**src/rtl/alu_exmem_stage.sv**
```systemverilog
// EX->MEM pipeline register behind the 64-bit ALU: owns the NZCV flags and registers the branch decision.
// Optional saturating perf counters are built only when EXMEM_PERF_CNT_EN is defined.
module alu_exmem_stage #(
    parameter int DATA_W = 64,
    parameter int RD_W   = 5,
    parameter int CNT_W  = 32
) (
    input  logic              clk,
    input  logic              reset,
    input  logic              in_valid,
    output logic              in_ready,
    input  logic [DATA_W-1:0] alu_result,
    input  logic              alu_negative,
    input  logic              alu_zero,
    input  logic              alu_overflow,
    input  logic              alu_carry,
    input  logic              set_flags,
    input  logic              is_bcond,
    input  logic [3:0]        cond,
    input  logic              is_cbz,
    input  logic              cbnz,
    input  logic [RD_W-1:0]   rd,
    input  logic              reg_write,
    input  logic              mem_read,
    input  logic              mem_write,
    input  logic [DATA_W-1:0] store_data,
    input  logic              flush,
    output logic              out_valid,
    input  logic              out_ready,
    output logic [DATA_W-1:0] out_result,
    output logic [RD_W-1:0]   out_rd,
    output logic              out_reg_write,
    output logic              out_mem_read,
    output logic              out_mem_write,
    output logic [DATA_W-1:0] out_store_data,
    output logic              out_branch_taken,
    output logic [3:0]        flags_q,
    output logic [CNT_W-1:0]  perf_retired,
    output logic [CNT_W-1:0]  perf_taken
);

    logic              out_valid_q, out_valid_d;
    logic [DATA_W-1:0] result_q, result_d;
    logic [RD_W-1:0]   rd_q, rd_d;
    logic              reg_write_q, reg_write_d;
    logic              mem_read_q, mem_read_d;
    logic              mem_write_q, mem_write_d;
    logic [DATA_W-1:0] store_data_q, store_data_d;
    logic              branch_taken_q, branch_taken_d;
    logic [3:0]        flags_d;
    logic              cond_true;
    logic              branch_taken;
    logic              accept;

    assign in_ready = !flush && (!out_valid_q || out_ready);
    assign accept   = in_valid && in_ready;

    // B.cond always sees the flags as they stood before this instruction.
    always_comb begin
        cond_true = 1'b1;
        case (cond)
            4'd0:    cond_true = flags_q[2];
            4'd1:    cond_true = !flags_q[2];
            4'd2:    cond_true = flags_q[1];
            4'd3:    cond_true = !flags_q[1];
            4'd4:    cond_true = flags_q[3];
            4'd5:    cond_true = !flags_q[3];
            4'd6:    cond_true = flags_q[0];
            4'd7:    cond_true = !flags_q[0];
            4'd8:    cond_true = flags_q[1] && !flags_q[2];
            4'd9:    cond_true = !(flags_q[1] && !flags_q[2]);
            4'd10:   cond_true = (flags_q[3] == flags_q[0]);
            4'd11:   cond_true = (flags_q[3] != flags_q[0]);
            4'd12:   cond_true = !flags_q[2] && (flags_q[3] == flags_q[0]);
            4'd13:   cond_true = !(!flags_q[2] && (flags_q[3] == flags_q[0]));
            default: cond_true = 1'b1;
        endcase
    end

    always_comb begin
        branch_taken = 1'b0;
        if (is_bcond) begin
            branch_taken = cond_true;
        end else if (is_cbz) begin
            branch_taken = alu_zero ^ cbnz;
        end
    end

    always_comb begin
        out_valid_d    = out_valid_q;
        result_d       = result_q;
        rd_d           = rd_q;
        reg_write_d    = reg_write_q;
        mem_read_d     = mem_read_q;
        mem_write_d    = mem_write_q;
        store_data_d   = store_data_q;
        branch_taken_d = branch_taken_q;
        flags_d        = flags_q;
        if (flush) begin
            out_valid_d    = 1'b0;
            branch_taken_d = 1'b0;
        end else if (accept) begin
            out_valid_d    = 1'b1;
            result_d       = alu_result;
            rd_d           = rd;
            reg_write_d    = reg_write;
            mem_read_d     = mem_read;
            mem_write_d    = mem_write;
            store_data_d   = store_data;
            branch_taken_d = branch_taken;
            if (set_flags) begin
                flags_d = {alu_negative, alu_zero, alu_carry, alu_overflow};
            end
        end else if (out_valid_q && out_ready) begin
            out_valid_d = 1'b0;
        end
    end

    always_ff @(posedge clk) begin
        if (reset) begin
            out_valid_q    <= 1'b0;
            result_q       <= '0;
            rd_q           <= '0;
            reg_write_q    <= 1'b0;
            mem_read_q     <= 1'b0;
            mem_write_q    <= 1'b0;
            store_data_q   <= '0;
            branch_taken_q <= 1'b0;
            flags_q        <= 4'b0000;
        end else begin
            out_valid_q    <= out_valid_d;
            result_q       <= result_d;
            rd_q           <= rd_d;
            reg_write_q    <= reg_write_d;
            mem_read_q     <= mem_read_d;
            mem_write_q    <= mem_write_d;
            store_data_q   <= store_data_d;
            branch_taken_q <= branch_taken_d;
            flags_q        <= flags_d;
        end
    end

    assign out_valid        = out_valid_q;
    assign out_result       = result_q;
    assign out_rd           = rd_q;
    assign out_reg_write    = reg_write_q;
    assign out_mem_read     = mem_read_q;
    assign out_mem_write    = mem_write_q;
    assign out_store_data   = store_data_q;
    assign out_branch_taken = branch_taken_q;

`ifdef EXMEM_PERF_CNT_EN
    logic [CNT_W-1:0] perf_retired_q, perf_retired_d;
    logic [CNT_W-1:0] perf_taken_q, perf_taken_d;
    logic             handshake;

    // A flush cycle never counts, even if MEM happened to be ready.
    always_comb begin
        handshake      = out_valid_q && out_ready && !flush;
        perf_retired_d = perf_retired_q;
        perf_taken_d   = perf_taken_q;
        if (handshake && (perf_retired_q != '1)) begin
            perf_retired_d = perf_retired_q + CNT_W'(1);
        end
        if (handshake && branch_taken_q && (perf_taken_q != '1)) begin
            perf_taken_d = perf_taken_q + CNT_W'(1);
        end
    end

    always_ff @(posedge clk) begin
        if (reset) begin
            perf_retired_q <= '0;
            perf_taken_q   <= '0;
        end else begin
            perf_retired_q <= perf_retired_d;
            perf_taken_q   <= perf_taken_d;
        end
    end

    assign perf_retired = perf_retired_q;
    assign perf_taken   = perf_taken_q;
`else
    assign perf_retired = '0;
    assign perf_taken   = '0;
`endif

endmodule
```
**config.mk**
```make
export PLATFORM = sky130hd
export DESIGN_NAME = alu_exmem_stage
export DESIGN_NICKNAME = d
export VERILOG_FILES = /design/src/rtl/alu_exmem_stage.sv
export SDC_FILE = /design/constraint.sdc
export NUM_CORES = 1
export LEC_CHECK = 0
export BUFFER_PORTS_ARGS = -buffer_cell sky130_fd_sc_hd__buf_2
export CAP_MARGIN = 20
export CORE_MARGIN = 5
export CORE_UTILIZATION = 30
export CTS_BUF_LIST = sky130_fd_sc_hd__clkbuf_16
export CTS_CLUSTER_SIZE = 20
export DETAILED_ROUTE_END_ITERATION = 10
export SETUP_SLACK_MARGIN = 0.2
export SYNTH_ARGS = -nofsm -noshare
export SYNTH_HDL_FRONTEND = slang
export SYNTH_SLANG_ARGS = --single-unit
```
**constraint.sdc**
```tcl
create_clock -name clk -period 1.25 [get_ports clk]
set_input_delay 0 -clock clk [delete_from_list [all_inputs] [get_ports clk]]
set_output_delay 0 -clock clk [all_outputs]
set_load 0.01 [all_outputs]
```
==> flow_metrics.py, run 1 <==
metrics = {
    "floorplan": {
        "dieArea_um2": 21700,
        "chipWidth_um": 147,
        "start_util_pct": 30.3,
        "num_io_pins": 360,
        "die_h_um": 147,
        "core_um2": 18600,
        "fp-row-count": 50,
    },
    "global_routing": {
        "globalRouteTotalUtil_pct": 16.9,
        "grt_max_degree": 57,
        "first_global_vias": 5901,
        "antenna_found_initial": 0,
        "grt_remaining_overflow": 0,
        "grt_pass1_wl_mm": 29.8,
    },
    "clocking": {
        "cts_htree_levels": 4,
        "tritoncts": "yes",
        "cts.sinks": 142,
        "clk_path_buf_depth": 2,
        "cts_root_buf": "clkbuf_16",
        "cts_inserted_buffers": 17,
        "clock_insertion_delay_worst_skew_ns": 0.42,
        "clk_pin_slew_ns": 0.06,
    },
    "setup_path": {
        "setup.worst_path.start_class": "flip-flop",
        "cp-end-kind": "flip-flop",
        "cpMaxStageDelayCell": "dfxtp_2",
        "worst_ep_required_time_ns": 1.60,
        "path_max_fanout": 11,
        "timing.critical_path.arrival_ns": 1.62,
        "timing.critical_path.slowest_cell_delay_ns": 0.34,
        "timing.reg2reg.worst_path_depth": 6,
        "worst_setup_path_category": "flip-flop to flip-flop",
        "critical_path_cell_list": "nand2b_4 > and3_4 > buf_12 > clkbuf_16 > nand2_2 > a21oi_2",
    },
    "finish": {
        "post_route_cells_drive_above_1_share_pct": 40.9,
        "final_core_utilization_pct": 54.8,
        "antennaDiodeCount": 0,
        "n_fill_cell": 1619,
        "nNetsFinal": 1325,
        "finish.instance_area_um2": 10200,
        "syn2layout_area_growth_pct": 80.7,
    },
    "job": {
        "max-cap-violations": 0,
    },
    "sta": {
        "timing_hold_violations_final": 0,
        "final_critical_path_setup_slack_ns": -0.0283,
        "setup-violations-final": 26,
        "grt_setup_unrepaired": "yes",
        "layout_worst_path_cycle_share_pct": 102,
        "fmax_ghz": 0.782,
        "finalWorstPathRequiredPeriod_ns": 1.28,
        "report.final.slew_viol_count": 0,
        "final.setup_skew_ns": 0.00710,
    },
    "power": {
        "power_density_nw_per_um2": 1190,
        "irDropWorstVdd_mv": 0.857,
        "post-layout-total-power_mw": 12.1,
        "netSwitchingFraction_pct": 27.4,
        "p_int_mw": 8.80,
        "clock_power_share_pct": 42.9,
        "share_seq_of_total_power_pct": 40.0,
        "comb_power_share_pct": 17.1,
        "power.net_switching_mw": 3.32,
        "power.leakage_nw": 4.76,
    },
    "placed_design": {
        "hpwlAfterDp_mm": 12.6,
        "dpl-instance-area_um2": 7230,
        "gp_congestion": 0.782,
        "io_buf_count": 295,
    },
    "routing": {
        "totalWireLength_mm": 21.4,
        "detail_route.first_pass.iterations": 4,
        "via_total_after_detailed_routing": 6324,
        "ant_nets": 0,
        "drt_first_iter_violations": 175,
        "route.detailed.wl_per_inst_um": 15.1,
        "route.detailed.drc": 0,
        "route.detailed.vias_per_inst": 4.46,
    },
    "synth": {
        "synthesis.yosys.warnings": 0,
        "synthFlopType": "dfxtp_1",
        "syn-mean-instance-area_um2": 7.90,
        "synthMostInstantiatedCell": "nand2_1",
        "edff_count_synth": 0,
        "post_synth_inst_count": 716,
        "synth.top_cells.by_count": "nand2_1 (280), a21oi_1 (142), dfxtp_1 (142)",
        "synth.cell_area_um2": 5650,
        "synth-async-reset-ratio_pct": 0,
        "ys_seq_elements": 142,
        "seq_area_frac_synth_pct": 50.3,
        "yosysUniqueCellTypes": 33,
        "cell_type_with_the_highest_aggregate_area_in_the_netlist": "dfxtp_1",
        "synth_largest_type_area_fraction_pct": 50.3,
        "area_contributors_post_synth": "dfxtp_1 (50%), nand2_1 (19%), a21oi_1 (13%)",
    },
    "run_status": {
        "violated_checks": "setup timing",
        "status": "finished, violations left",
    },
    "hold_path": {
        "class_of_the_tightest_hold_or_removal_check": "input port to flip-flop",
        "hold_path_depth": 5,
    },
}
## worst max-delay path, delay by kind of cell (launching register included)
| kind | cells | cell delay, ns |
|---|---|---|
| AO/OA/AOI/OAI | 1 | 0.12 |
| buffers and inverters | 2 | 0.35 |
| flip-flops | 1 | 0.34 |
| AND/OR/NAND/NOR | 3 | 0.39 |
## per-stage QoR
step           setup TNS (ns)  setup slack [ns]  instances  hold slack, ns
2_1_floorplan               0            0.0644        779          0.0475
3_3_place_gp           -0.555           -0.0539       1220           0.240
3_5_place_dp           -0.831           -0.0715       1220           0.245
4_1_cts                     0           0.00581       1403          -0.108
5_1_grt                 -3.37           -0.0984       1419          0.0531
6_report               -0.212           -0.0283       1419          0.0551
## cells in the final DEF, fill, tap and decap left out, types with 2 or more instances in the layout
cell type and instances:
buf_12 12, bufinv_16 2, clkinv_4 3, buf_4 11
nor2_2 2, dfxtp_2 3, conb_1 64, buf_8 4
a21oi_2 49, clkinvlp_4 3, inv_1 2, a21oi_1 93
inv_8 3, dfxtp_1 138, xor2_1 3, nand3b_1 2
nand3_1 6, nand2_1 232, nand2_2 27, nand2_4 22
nor3_1 2, buf_2 293, buf_6 9, clkbuf_16 24
inv_6 4, dlygate4sd3_1 147, buf_16 5
## kinds of logic after synthesis
logic type | Yosys count | synth area share [%]
xor+xnor | 3 | 0.465
other cells | 1 | 0.0663
flops | 142 | 50.3
mux | 1 | 0.177
compound gates | 149 | 13.6
simple gates | 303 | 21.3
buf+inv | 117 | 14.1
## state kept, by name, summed over array words and instances (netlist names)
name	count
out_rd	5
out_store_data	64
out_valid	1
out_mem_read	1
out_reg_write	1
out_result	64
flags_q	4
out_mem_write	1
out_branch_taken	1
## layer usage
layer | vias up | part of all wire, % | routed length, um | global-route usage [%]
li1 | 3094 | - | - | -
met1 | 2929 | 39 | 8360 | 18.6
met2 | 266 | 52 | 11100 | 30.6
met3 | 35 | 6.8 | 1460 | 5.15
met4 | 0 | 2.3 | 486 | 6.52
met5 | - | 0 | 0 | 0
## final timing paths
check | slack (ns) | startpoint | end
worst max-delay path | -0.03 | out_valid | out_result[59]
worst min-delay path | 0.06 | out_ready | out_valid
worst max register to register | -0.03 | out_valid | out_result[59]
worst min register to register | 0.45 | out_reg_write | out_reg_write
## cell type report
class / instances / area [um2] / area share [%]
clock buffers: 17 / 425 / 4.16
clock inverters: 15 / 178 / 1.74
inverters: 3 / 11.3 / 0.110
multi-input cells: 520 / 2720 / 26.7
flip-flops and latches: 142 / 2850 / 27.9
well taps: 234 / 293 / 2.87
repair buffers: 488 / 3730 / 36.6
## power by group through the flow
stage                     registers [mW]  logic (mW)  clock network [mW]
after floorplan                     5.04       0.746                   0
after CTS                           4.84        1.82                5.35
after global routing                4.87        2.22                5.55
final                               4.85        2.07                5.20
after detailed placement            4.94        1.34                   0
after global placement              4.93        1.34                   0
## timing repair
action / 4_1_cts / 5_1_grt
hold buffers: 146 / 1
pin swaps: 9 / 33
gates resized for setup: 63 / 97
cloned: 2 / 9
endpoints found under the hold margin: 142 / 1
setup buffers: 3 / 6
setup endpoints to repair: 143 / 143
No activity file was read; power rests on OpenSTA's default activity.
==> run 2, diff against run 1 <==
--- a/config.mk
+++ b/config.mk
@@ -5,6 +5,7 @@
 export SDC_FILE = /design/constraint.sdc
 export NUM_CORES = 1
 export LEC_CHECK = 0
+export ABC_AREA = 1
 export BUFFER_PORTS_ARGS = -buffer_cell sky130_fd_sc_hd__buf_2
 export CAP_MARGIN = 20
 export CORE_MARGIN = 5
==> run 2 against run 1 <==
The run ends with hold timing, setup timing left. Sequential cell count stayed put. Cell area is 5.1% lower. Worst setup slack worse by 0.079 ns. Die area grew 0.10%.
==> flow_metrics.py, run 2 <==
metrics = {
    "run_status": {
        "violated_checks": "hold timing, setup timing",
        "status": "finished, violations left",
    },
    "floorplan": {
        "dieArea_um2": 21700,
        "num_io_pins": 360,
        "core_um2": 18600,
        "start_util_pct": 30.4,
        "die_h_um": 147,
        "fp-row-count": 50,
        "chipWidth_um": 147,
    },
    "synth": {
        "synthMostInstantiatedCell": "nor2_1",
        "seq_area_frac_synth_pct": 50.2,
        "ys_seq_elements": 142,
        "edff_count_synth": 0,
        "syn-mean-instance-area_um2": 7.63,
        "synth.top_cells.by_count": "nor2_1 (283), dfxtp_1 (142), o21ai_0 (140)",
        "yosysUniqueCellTypes": 18,
        "cell_type_with_the_highest_aggregate_area_in_the_netlist": "dfxtp_1",
        "synthFlopType": "dfxtp_1",
        "post_synth_inst_count": 742,
        "area_contributors_post_synth": "dfxtp_1 (50%), nor2_1 (19%), o21ai_0 (12%)",
        "synthesis.yosys.warnings": 0,
        "synth_largest_type_area_fraction_pct": 50.2,
        "synth-async-reset-ratio_pct": 0,
        "synth.cell_area_um2": 5660,
    },
    "setup_path": {
        "r2r_start": "out_valid",
        "register_to_register_setup_slack_ns": -0.11,
        "setup.worst_path.start_class": "flip-flop",
        "timing.reg2reg.worst_path_depth": 8,
        "cp-end-kind": "flip-flop",
        "timing.critical_path.arrival_ns": 1.66,
        "crit-reg2reg-capture": "out_result[23]",
        "worst_setup_path_category": "flip-flop to flip-flop",
        "worst_ep_required_time_ns": 1.55,
        "path_max_fanout": 26,
    },
    "placed_design": {
        "io_buf_count": 295,
        "hpwlAfterDp_mm": 12.7,
        "dpl-instance-area_um2": 7170,
        "gp_congestion": 0.802,
    },
    "global_routing": {
        "first_global_vias": 6208,
        "globalRouteTotalUtil_pct": 17.7,
        "grt_pass1_wl_mm": 31.3,
        "antenna_found_initial": 0,
        "grt_max_degree": 93,
        "grt_remaining_overflow": 0,
    },
    "routing": {
        "ant_nets": 0,
        "route.detailed.vias_per_inst": 4.38,
        "drt_first_iter_violations": 347,
        "totalWireLength_mm": 20.9,
        "route.detailed.drc": 0,
        "via_total_after_detailed_routing": 6307,
        "route.detailed.wl_per_inst_um": 14.5,
        "detail_route.first_pass.iterations": 6,
    },
    "sta": {
        "final.setup_skew_ns": 0.00541,
        "timing_hold_violations_final": 1,
        "grt_setup_unrepaired": "yes",
        "final_critical_path_setup_slack_ns": -0.107,
        "setup-violations-final": 141,
        "fmax_ghz": 0.737,
        "total_negative_setup_slacks_ns": -9.61,
        "finalWorstPathRequiredPeriod_ns": 1.36,
        "fin_worst_hold_slack_ns": -0.0988,
        "report.final.slew_viol_count": 0,
        "layout_worst_path_cycle_share_pct": 109,
    },
    "finish": {
        "nNetsFinal": 1344,
        "syn2layout_area_growth_pct": 71.3,
        "layout_common_cells": "buf_2 (294), nor2_1 (222), dlygate4sd3_1 (147), dfxtp_1 (140), o21ai_0 (115)",
        "layout.cells.most_common": "buf_2",
        "post_route_cells_drive_above_1_share_pct": 36.1,
        "finish.instance_area_um2": 9700,
    },
    "clocking": {
        "clk_path_buf_depth": 2,
        "cts_root_buf": "clkbuf_16",
        "cts.sinks": 142,
        "clk_pin_slew_ns": 0.06,
        "tritoncts": "yes",
        "cts_inserted_buffers": 17,
        "clock_insertion_delay_worst_skew_ns": 0.41,
        "cts_hold_repair.buffers": 147,
        "cts_htree_levels": 4,
    },
    "power": {
        "power_density_nw_per_um2": 1240,
        "post-layout-total-power_mw": 12.0,
        "irDropWorstVdd_mv": 0.860,
        "power.leakage_nw": 4.91,
    },
    "hold_path": {
        "worstHoldEndpoint": "out_valid",
        "class_of_the_tightest_hold_or_removal_check": "input port to flip-flop",
        "startpoint_of_the_most_critical_hold_path": "out_ready",
        "hold_path_depth": 4,
    },
    "job": {
        "max-cap-violations": 0,
    },
}
[run 2: repair_timing]
| item | CTS | global route |
|---|---|---|
| setup buffers | 1 | 2 |
| hold endpoints to repair | 142 | 1 |
| cloned | 1 | 7 |
| resized for setup | 27 | 91 |
| setup endpoints to repair | 142 | 142 |
| pin swaps | 1 | 3 |
[run 2: per-layer routing]
metal / global-route usage [%] / vias up / part of all wire [%]
met5: 0 / - / 0
met4: 7.50 / 0 / 3.3
met3: 5.95 / 55 / 7.6
met2: 31.8 / 288 / 51
met1: 19.0 / 2828 / 38
li1: - / 3136 / -
[run 2: stage by stage]
stage | util [%] | instances | worst slack, ns
2_1_floorplan | - | 805 | 0.0337
3_3_place_gp | 38.5 | 1248 | -0.0731
3_5_place_dp | 38.5 | 1248 | -0.0962
4_1_cts | 50.0 | 1429 | -0.0942
5_1_grt | 52.0 | 1438 | -0.193
6_report | 52.0 | 1439 | -0.107
[run 2: cell type report]
| class | count | area [um2] |
|---|---|---|
| antenna | 1 | 2.50 |
| clock buffer | 17 | 425 |
| clock inverter | 15 | 139 |
| fill | 1656 | 8950 |
| inverter | 14 | 68.8 |
| multi-input combinational | 540 | 2430 |
| sequential | 142 | 2850 |
| tap | 234 | 293 |
| timing repair buffer | 476 | 3490 |
[run 2: logic make-up (layout without fill, tap and decap cells)]
kind of cell / Yosys count / in the layout / share of synthesized area, %
DFF: 142 / 142 / 50.2
and+or+nand+nor: 326 / 326 / 22.1
other: 1 / 65 / 0.0663
buffers and inverters: 123 / 522 / 14.3
AOI/OAI and AO/OA: 150 / 150 / 13.3
[run 2: critical path, stage by stage, from the launching register on]
cell and delay [ns]:
dfxtp_2 0.32, nand2_2 0.06, inv_2 0.05, nor3_4 0.23, buf_6 0.18, inv_16 0.07
buf_12 0.17, nor2_1 0.11, nor2_1 0.05
[run 2: worst max path at each step]
stage / start / end / slack [ns] / cells past startpoint
after global routing: out_valid / out_result[15] / -0.19 / 8
after detailed placement: out_valid / out_result[14] / -0.1 / 7
after global placement: out_valid / out_result[20] / -0.07 / 7
after floorplan: out_valid / out_mem_read / 0.03 / 8
final: out_valid / out_result[23] / -0.11 / 8
after CTS: out_valid / out_result[14] / -0.09 / 7
[run 2: where the power goes]
group	internal (mW)	switching, mW	total (mW)
clock	2.77	2.11	4.88
combinational	1.04	1.09	2.13
sequential	4.84	0.142	4.98
total	8.64	3.34	12.0
==> run 3, diff against run 2 <==
--- a/config.mk
+++ b/config.mk
@@ -8,11 +8,14 @@
 export ABC_AREA = 1
 export BUFFER_PORTS_ARGS = -buffer_cell sky130_fd_sc_hd__buf_2
 export CAP_MARGIN = 20
+export CELL_PAD_IN_SITES_DETAIL_PLACEMENT = 1
+export CELL_PAD_IN_SITES_GLOBAL_PLACEMENT = 1
 export CORE_MARGIN = 5
-export CORE_UTILIZATION = 30
+export CORE_UTILIZATION = 26
 export CTS_BUF_LIST = sky130_fd_sc_hd__clkbuf_16
 export CTS_CLUSTER_SIZE = 20
 export DETAILED_ROUTE_END_ITERATION = 10
+export PLACE_DENSITY_LB_ADDON = 0.1
 export SETUP_SLACK_MARGIN = 0.2
 export SYNTH_ARGS = -nofsm -noshare
 export SYNTH_HDL_FRONTEND = slang
==> run 3 against run 2 <==
The flow still finishes with violations (hold timing, setup timing). Count of clock-buffer cells in the layout did not move. Global-route usage is 0.16 points lower. Final cell count grew 3.3%. Maximum frequency increased by 1.3%. Sequential power about the same. Hold slack worse by 0.013 ns. Cell area grew 2.0%. Die area rose by 14%.
==> flow_metrics.py, run 3 (same netlist as run 2, synthesis figures left out) <==
metrics = {
    "floorplan": {
        "num_io_pins": 360,
        "dieArea_um2": 24800,
        "die_h_um": 158,
        "start_util_pct": 26.2,
        "core_um2": 21600,
        "fp-row-count": 54,
        "chipWidth_um": 158,
    },
    "global_routing": {
        "globalRouteTotalUtil_pct": 17.6,
        "grt_pass1_wl_mm": 34.6,
        "antenna_found_initial": 0,
        "grt_remaining_overflow": 0,
        "first_global_vias": 6755,
        "grt_max_degree": 52,
    },
    "setup_path": {
        "setup.worst_path.start_class": "flip-flop",
        "worst_ep_required_time_ns": 1.56,
        "cp-end-kind": "flip-flop",
        "path_max_fanout": 12,
        "timing.critical_path.arrival_ns": 1.65,
        "worst_setup_path_category": "flip-flop to flip-flop",
    },
    "clocking": {
        "clk_pin_slew_ns": 0.06,
        "cts_htree_levels": 4,
        "clk_path_buf_depth": 2,
        "cts_root_buf": "clkbuf_16",
        "cts.sinks": 142,
        "cts_hold_repair.buffers": 147,
        "clock_insertion_delay_worst_skew_ns": 0.42,
        "tritoncts": "yes",
        "cts_inserted_buffers": 17,
    },
    "power": {
        "irDropWorstVdd_mv": 0.895,
        "power.leakage_nw": 4.92,
        "power_density_nw_per_um2": 1240,
    },
    "routing": {
        "route.detailed.vias_per_inst": 4.27,
        "totalWireLength_mm": 23.3,
        "route.detailed.wl_per_inst_um": 15.7,
        "detail_route.first_pass.iterations": 4,
        "ant_nets": 0,
        "via_total_after_detailed_routing": 6349,
        "drt_first_iter_violations": 173,
        "route.detailed.drc": 0,
    },
    "finish": {
        "finish.instance_area_um2": 9890,
        "n_fill_cell": 2648,
        "syn2layout_area_growth_pct": 74.7,
        "layout_common_cells": "buf_2 (294), nor2_1 (194), dlygate4sd3_1 (147), dfxtp_1 (138), o21ai_0 (133)",
        "post_route_cells_drive_above_1_share_pct": 38.4,
        "nNetsFinal": 1345,
        "layout.cells.most_common": "buf_2",
    },
    "placed_design": {
        "gp_congestion": 0.755,
        "io_buf_count": 295,
        "hpwlAfterDp_mm": 15.3,
        "detailedPlace.worstSlack_ns": -0.0915,
        "dpl-instance-area_um2": 7280,
    },
    "sta": {
        "final_critical_path_setup_slack_ns": -0.0893,
        "grt_setup_unrepaired": "yes",
        "final.setup_skew_ns": 0.00708,
        "fmax_ghz": 0.747,
        "report.final.slew_viol_count": 0,
        "finalWorstPathRequiredPeriod_ns": 1.34,
        "timing_hold_violations_final": 1,
        "setup-violations-final": 136,
        "fin_worst_hold_slack_ns": -0.112,
        "layout_worst_path_cycle_share_pct": 107,
    },
    "job": {
        "max-cap-violations": 0,
    },
    "run_status": {
        "status": "finished, violations left",
        "violated_checks": "hold timing, setup timing",
    },
    "hold_path": {
        "class_of_the_tightest_hold_or_removal_check": "input port to flip-flop",
    },
}
[run 3: critical path, stage by stage (launching register included)]
cell and delay [ns]:
dfxtp_2 0.32, nand2_2 0.06, inv_2 0.05, nor3_4 0.16, buf_6 0.15, buf_12 0.11, inv_16 0.05, buf_6 0.15
nor2_1 0.10, nor2_1 0.06
[run 3: power breakdown]
part | switching [mW] | leakage (nW) | internal, mW | total (mW)
combinational | 1.15 | 3.46 | 1.05 | 2.19
sequential | 0.140 | 1.17 | 4.84 | 4.97
clock | 2.16 | 0.284 | 2.97 | 5.13
total | 3.45 | 4.92 | 8.85 | 12.3
[run 3: through the flow]
step	hold WS [ns]	power, mW	std cells	setup TNS [ns]	utilization [%]
after detailed placement	0.228	6.68	1296	-7.33	33.7
after floorplan	0.0475	6.01	805	0	-
after CTS	-0.133	12.4	1481	-5.30	44.3
final	-0.112	12.3	1486	-7.72	45.7
after global placement	0.222	6.67	1296	-3.62	33.7
after global routing	-0.0884	12.9	1485	-17.44	45.7
[run 3: path summary, 6_finish.rpt]
check                                     endpoint  depth (start not counted)      startpoint  slack (ns)
worst max register to register  out_store_data[60]                          9       out_valid       -0.09
worst min register to register      out_result[12]                          2  out_result[12]        0.50
worst min-delay path                     out_valid                          4       out_ready       -0.11
worst max-delay path            out_store_data[60]                          9       out_valid       -0.09
[run 3: cell type report]
class	count	area, um2	share of cell area, %
tap	280	350	3.54
clock inverter	15	160	1.62
clock buffer	17	425	4.30
inverter	14	68.8	0.696
sequential	142	2850	28.8
timing repair buffer	476	3490	35.3
timing repair inverter	1	11.3	0.114
antenna	1	2.50	0.0253
multi-input combinational	540	2530	25.6
[run 3: metal layers]
metal  up-vias  track usage (%)  part of all wire, %
li1       3129                -                    -
met1      2932             19.5                   39
met2       243             30.5                   49
met3        45             5.77                  8.7
met4         0             7.99                  3.4
met5         -                0                    0
[run 3: repair_timing]
item	in CTS	in global routing
setup endpoints to repair	143	144
resized for setup	50	73
buffers inserted	3	0
endpoints found under the hold margin	142	1
cloned	3	4
pin swaps	2	2
